<file path="src/rtl/core_switch_ctrl.sv">
// core_switch_ctrl
//    Drives the A/B select of the output switch. Each CPU heartbeat is
//    synchronised and edge-detected, then feeds a per-core watchdog. The active
//    core fails over to a healthy standby through a blanked guard window.
//
//    Optional feature macro: CORE_SWITCH_MANUAL_EN (adds sw_req and manual
//    changeovers; without it changeovers are failover-only).
//
// Ports
//    clk        system clock
//    rst_n      asynchronous active-low reset
//    hb_a/hb_b  CPU heartbeats (asynchronous; any edge is a heartbeat)
//    sw_req     manual switch request, level (CORE_SWITCH_MANUAL_EN only)
//    ctr_io     switch select: 0 = CPU A, 1 = CPU B
//    out_blank  high during the guard window
//    a_ok/b_ok  core healthy flags
//    both_fail  registered: neither core healthy
//    sw_ack     registered 1-cycle pulse: changeover completed
//    sw_nack    registered 1-cycle pulse: request refused / changeover aborted
module core_switch_ctrl #(
   parameter int unsigned TIMEOUT = 1024,
   parameter int unsigned GUARD   = 16
) (
   input  logic clk,
   input  logic rst_n,
   input  logic hb_a,
   input  logic hb_b,
`ifdef CORE_SWITCH_MANUAL_EN
   input  logic sw_req,
`endif
   output logic ctr_io,
   output logic out_blank,
   output logic a_ok,
   output logic b_ok,
   output logic both_fail,
   output logic sw_ack,
   output logic sw_nack
);

   localparam int unsigned WD_W = $clog2(TIMEOUT + 1);
   localparam int unsigned GD_W = $clog2(GUARD + 1);
   localparam logic [WD_W-1:0] WD_MAX  = WD_W'(TIMEOUT);
   localparam logic [GD_W-1:0] GD_LOAD = GD_W'(GUARD - 1);

   typedef enum logic [1:0] {
      ACT_A,
      GRD_B,
      ACT_B,
      GRD_A
   } state_t;

   state_t          r_state;
   state_t          w_state_nxt;
   logic [GD_W-1:0] r_guard;
   logic [GD_W-1:0] w_guard_nxt;
   logic            w_ack_nxt;
   logic            w_nack_nxt;
   logic            r_ack;
   logic            r_nack;
   logic            r_both_fail;

   // [0],[1] = synchroniser stages, [2] = history flop
   logic [2:0]      r_sync_a;
   logic [2:0]      r_sync_b;
   logic            w_edge_a;
   logic            w_edge_b;
   logic [WD_W-1:0] r_wd_a;
   logic [WD_W-1:0] r_wd_b;
   logic            w_a_ok;
   logic            w_b_ok;
   logic            w_req_rise;

   // ---------------- heartbeat synchronisers and edge detect ----------------
   always_ff @(posedge clk or negedge rst_n) begin
      if (!rst_n) begin
         r_sync_a <= '0;
         r_sync_b <= '0;
      end else begin
         r_sync_a <= {r_sync_a[1:0], hb_a};
         r_sync_b <= {r_sync_b[1:0], hb_b};
      end
   end

   assign w_edge_a = r_sync_a[2] ^ r_sync_a[1];
   assign w_edge_b = r_sync_b[2] ^ r_sync_b[1];

   // ---------------- watchdogs (saturate at TIMEOUT) ----------------
   always_ff @(posedge clk or negedge rst_n) begin
      if (!rst_n) begin
         r_wd_a <= '0;
         r_wd_b <= '0;
      end else begin
         if (w_edge_a)
            r_wd_a <= '0;
         else if (r_wd_a != WD_MAX)
            r_wd_a <= r_wd_a + 1'b1;

         if (w_edge_b)
            r_wd_b <= '0;
         else if (r_wd_b != WD_MAX)
            r_wd_b <= r_wd_b + 1'b1;
      end
   end

   assign w_a_ok = (r_wd_a != WD_MAX);
   assign w_b_ok = (r_wd_b != WD_MAX);

   // ---------------- manual request edge detect ----------------
`ifdef CORE_SWITCH_MANUAL_EN
   logic r_req_d;

   always_ff @(posedge clk or negedge rst_n) begin
      if (!rst_n)
         r_req_d <= 1'b0;
      else
         r_req_d <= sw_req;
   end

   assign w_req_rise = sw_req & ~r_req_d;
`else
   assign w_req_rise = 1'b0;
`endif

   // ---------------- FSM: state register ----------------
   always_ff @(posedge clk or negedge rst_n) begin
      if (!rst_n) begin
         r_state     <= ACT_A;
         r_guard     <= '0;
         r_ack       <= 1'b0;
         r_nack      <= 1'b0;
         r_both_fail <= 1'b0;
      end else begin
         r_state     <= w_state_nxt;
         r_guard     <= w_guard_nxt;
         r_ack       <= w_ack_nxt;
         r_nack      <= w_nack_nxt;
         r_both_fail <= ~w_a_ok & ~w_b_ok;
      end
   end

   // ---------------- FSM: next state ----------------
   // A timeout and a manual rise in the same cycle share one changeover.
   // Abort takes priority over guard completion.
   always_comb begin
      w_state_nxt = r_state;
      w_guard_nxt = r_guard;
      w_ack_nxt   = 1'b0;
      w_nack_nxt  = 1'b0;
      unique case (r_state)
         ACT_A: begin
            if ((!w_a_ok || w_req_rise) && w_b_ok) begin
               w_state_nxt = GRD_B;
               w_guard_nxt = GD_LOAD;
            end else if (w_req_rise) begin
               w_nack_nxt = 1'b1;
            end
         end
         GRD_B: begin
            if (!w_b_ok) begin
               w_state_nxt = ACT_A;
               w_nack_nxt  = 1'b1;
            end else if (r_guard == '0) begin
               w_state_nxt = ACT_B;
               w_ack_nxt   = 1'b1;
            end else begin
               w_guard_nxt = r_guard - 1'b1;
            end
         end
         ACT_B: begin
            if ((!w_b_ok || w_req_rise) && w_a_ok) begin
               w_state_nxt = GRD_A;
               w_guard_nxt = GD_LOAD;
            end else if (w_req_rise) begin
               w_nack_nxt = 1'b1;
            end
         end
         GRD_A: begin
            if (!w_a_ok) begin
               w_state_nxt = ACT_B;
               w_nack_nxt  = 1'b1;
            end else if (r_guard == '0) begin
               w_state_nxt = ACT_A;
               w_ack_nxt   = 1'b1;
            end else begin
               w_guard_nxt = r_guard - 1'b1;
            end
         end
         default: begin
            w_state_nxt = ACT_A;
         end
      endcase
   end

   // ---------------- FSM: outputs ----------------
   // Select and blanking decode straight from state so reset clears them at once.
   always_comb begin
      ctr_io    = (r_state == ACT_B) || (r_state == GRD_A);
      out_blank = (r_state == GRD_A) || (r_state == GRD_B);
   end

   assign a_ok      = w_a_ok;
   assign b_ok      = w_b_ok;
   assign both_fail = r_both_fail;
   assign sw_ack    = r_ack;
   assign sw_nack   = r_nack;

endmodule

</file>
<file path="config.mk">
export PLATFORM = sky130hd
export DESIGN_NAME = core_switch_ctrl
export DESIGN_NICKNAME = d
export VERILOG_FILES = /design/src/rtl/core_switch_ctrl.sv
export SDC_FILE = /design/constraint.sdc
export NUM_CORES = 1
export LEC_CHECK = 0
export CAP_MARGIN = 10
export CELL_PAD_IN_SITES_DETAIL_PLACEMENT = 0
export CELL_PAD_IN_SITES_GLOBAL_PLACEMENT = 1
export CORE_ASPECT_RATIO = 0.6
export CORE_MARGIN = 1
export CORE_UTILIZATION = 40
export CTS_CLUSTER_DIAMETER = 200
export DETAILED_ROUTE_END_ITERATION = 8
export GPL_TIMING_DRIVEN = 0
export PLACE_DENSITY = 0.73
export SYNTH_ARGS = -nofsm -noshare
export SYNTH_HDL_FRONTEND = slang
export SYNTH_SLANG_ARGS = --single-unit
</file>
<file path="constraint.sdc">
create_clock -name clk -period 2.25 [get_ports clk]
set_clock_uncertainty 0.1 [all_clocks]
set_input_delay 0.675 -clock clk [delete_from_list [all_inputs] [get_ports clk]]
set_output_delay 0.675 -clock clk [all_outputs]
set_load 0.05 [all_outputs]
</file>
==> impl_metrics.csv <==
group,metric,value,unit
finish,regArea,951,µm²
placement,dp_hpwl,2740,µm
grt,antenna_found_initial,0,
run_status,violations,"setup timing",
route,drtIter0Drc,101,
route,vias,1491,
route,via_per_inst,5.38,
synth,yosys_warnings,0,
synth,synth_cells,184,
floorplan,start_util,0.435,
synth,synth_edf_count,0,
timing,slew_violations,0,
synth,netlist_top_cells_area,"dfrtp_1 (51%), xor2_1 (5.6%), nor2_1 (4.6%), ha_1 (3.4%), xnor2_1 (2.8%)",
placement,dpl_worst_slack,-0.828,ns
worst_setup_path,start_kind,"register",
power_and_ir_drop,cellLeakagePower,1.03,nW
floorplan,core,4280,µm²
synth,syn_nets,193,
finish,stdcell_count,277,
clocking,cts_tree,"built",
timing,fmax,394,MHz
route,ant_nets,0,
timing,fin_crit_sh,1.13,
finish,n_antenna_cell,0,
synth,synthArstFlopShare,1.00,
clocking,clockBufferDepth,2,
floorplan,die-area,4940,µm²
timing,fin_ws,-0.290,ns
worst_setup_path,worst-endpoint-required,1.47,ns
grt,grt_use_total,0.188,
grt,grt_pass1_vias,1400,
route,drt-wirelength-per-cell,15.7,µm
worst_setup_path,cp-end-kind,"output port",
finish,multi_input_area,921,µm²
floorplan,die-height,54.8,µm
finish,drive_above_1_share,0.230,
run_status,status,"complete, but fails checks",
power_and_ir_drop,peakVddDrop,0.000413,V
synth,yosysTopAreaCell,"dfrtp_1",
clocking,hold_buffers,0,
floorplan,die_width,90.1,µm
finish,nFillCells,392,
placement,dp_cells,254,
timing,period_minus_slack,2.54,ns
timing,worst_slew_pin_slew,0.841,ns
synth,synth-seq-cells,38,
finish,final_nets,225,
timing,relSlewSlack,0.439,
synth,synth.avg_cell_area,10.1,µm²
worst_setup_path,cp_max_fo,2,
clocking,clkTransAtPathRegs,0.08,ns
job,maxCapViolCount,0,
floorplan,rows,18,
worst_setup_path,arrival,1.77,ns
synth,synthDistinctLibCells,41,
worst_setup_path,r2r_setup_slack,0.06,ns
synth,ys_seq_area_frac,0.511,
timing,rsz0062_at_grt,"yes",
synth,synth_top_area_share,0.511,
grt,grt_pass1_wl,6870,µm
clocking,cts_sinks,38,
route,drc,0,
clocking,clockRootBuffer,"clkbuf_8",
grt,grt_max_degree,39,
timing,setup_tns,-0.467,ns
hold_path,hp-class,"register to register",
power_and_ir_drop,power,1.63,mW
finish,area_growth,28.6,%
synth,netlist_area,1860,µm²
synth,synthFlopType,"dfrtp_1",
clocking,clkLatencyLatePin,0.29,ns
worst_setup_path,worstSetupPathType,"register to output port",
floorplan,boundaryPins,11,
clocking,cts_buffers,5,
timing,setup_viol,2,
placement,port_buffers,10,
power_and_ir_drop,p_per_area,680,nW/µm²
route,routed_wl,4350,µm
clocking,h-tree-depth,2,
timing,hold_viol,0,
grt,overflow,0,
route,first_pass_iters,5,
placement,gp_congestion,0.803,
## final timing paths
| path | startpoint | cells past startpoint | to |
|---|---|---|---|
| setup / recovery | r_wd_a[1] | 6 | a_ok |
| hold / removal | r_sync_b[0] | 0 | r_sync_b[1] |
| setup reg to reg | r_wd_a[1] | 7 | r_guard[0] |
| hold reg to reg | r_sync_b[0] | 0 | r_sync_b[1] |
| max in group asynchronous | rst_n | 1 | r_wd_b[10] |
| min in group asynchronous | rst_n | 1 | r_wd_b[4] |
## cell usage after synthesis (all sizes together), types with 3 or more instances
| master | number |
|---|---|
| dfrtp | 38 |
| nor4b | 3 |
| nand3 | 6 |
| nand4 | 6 |
| xnor2 | 6 |
| o21ai | 6 |
| ha | 5 |
| a21oi | 6 |
| xor2 | 12 |
| nor3 | 7 |
| or3 | 3 |
| nor2 | 23 |
| inv | 12 |
| nand2 | 11 |
| clkbuf | 6 |
| o31ai | 3 |
## area by class of cell
type / instances / area share
buffer: 5 / 0.00784
clock buffer: 6 / 0.0345
clock inverter: 2 / 0.0251
inverter: 12 / 0.0209
multi-input combinational: 127 / 0.385
sequential: 38 / 0.397
tap: 60 / 0.0314
timing repair buffer: 27 / 0.0983
## registers in the layout, indices dropped and copies added, names as in the netlist
register   count
both_fail      1
r_wd_a        11
r_sync_b       3
sw_nack        1
r_guard        5
sw_ack         1
r_wd_b        11
r_state        2
r_sync_a       3
## power breakdown
part | switching, mW | internal (mW) | total, mW
Sequential | 0.0194 | 0.705 | 0.724
Clock | 0.248 | 0.473 | 0.721
Combinational | 0.0949 | 0.0873 | 0.182
Total | 0.362 | 1.27 | 1.63
## layer usage
layer,vias to the layer above,wire length [µm],global-route usage
met5,-,0,0
met4,0,58,0.0699
met3,9,242,0.0486
met2,51,1940,0.299
met1,722,2110,0.254
li1,709,-,-
## cell families after synthesis
family	synth area share
DFF	0.511
xor gates and xnor gates	0.0847
muxes	0.00538
buffers and inverters	0.0390
and+or+nand+nor	0.212
adders and majority gates	0.0336
AOI/OAI and AO/OA	0.115
## placed cells by master (no fill, tap or decap), types with 2 or more instances in the layout
cell / Yosys / layout
xnor2_1: 6 / 6
and4_1: 2 / 2
clkbuf_8: 0 / 6
inv_1: 11 / 6
a31oi_1: 2 / 2
inv_2: 1 / 5
nand4_1: 6 / 6
clkdlybuf4s50_1: 0 / 4
nor4b_4: 0 / 2
o21ai_0: 6 / 6
xor2_1: 12 / 12
a21oi_1: 6 / 6
o31ai_1: 3 / 3
nor2_1: 23 / 23
nor3_1: 6 / 6
or3_1: 3 / 3
nand2_1: 11 / 11
buf_8: 0 / 2
nand3_1: 6 / 6
buf_4: 0 / 17
nor2b_1: 2 / 2
clkbuf_1: 6 / 5
bufinv_16: 0 / 2
dfrtp_1: 38 / 38
ha_4: 0 / 2
o2111ai_1: 2 / 2
nand3b_1: 2 / 2
nand2b_1: 2 / 2
ha_1: 5 / 3
## what timing repair did
item,CTS,global route
pin swaps,5,2
endpoints found under the setup margin,4,10
resized for setup,36,5
setup buffers,13,4
## per-stage QoR
step | instance area (µm²) | util | hold WS [ns]
floorplan | 1870 | - | 0.231
global placement | 2050 | 0.479 | 0.237
detailed placement | 2040 | 0.478 | 0.244
CTS | 2350 | 0.550 | 0.257
global route | 2390 | 0.559 | 0.260
finish | 2390 | 0.559 | 0.253
## worst max-delay path: stages, from the launching register on
cell     delay [ns]
dfrtp_1        0.40
inv_2          0.08
ha_4           0.12
or4bb_4        0.47
nor3_4         0.17
inv_2          0.09
buf_8          0.15
No activity file was read; power rests on OpenSTA's default activity.
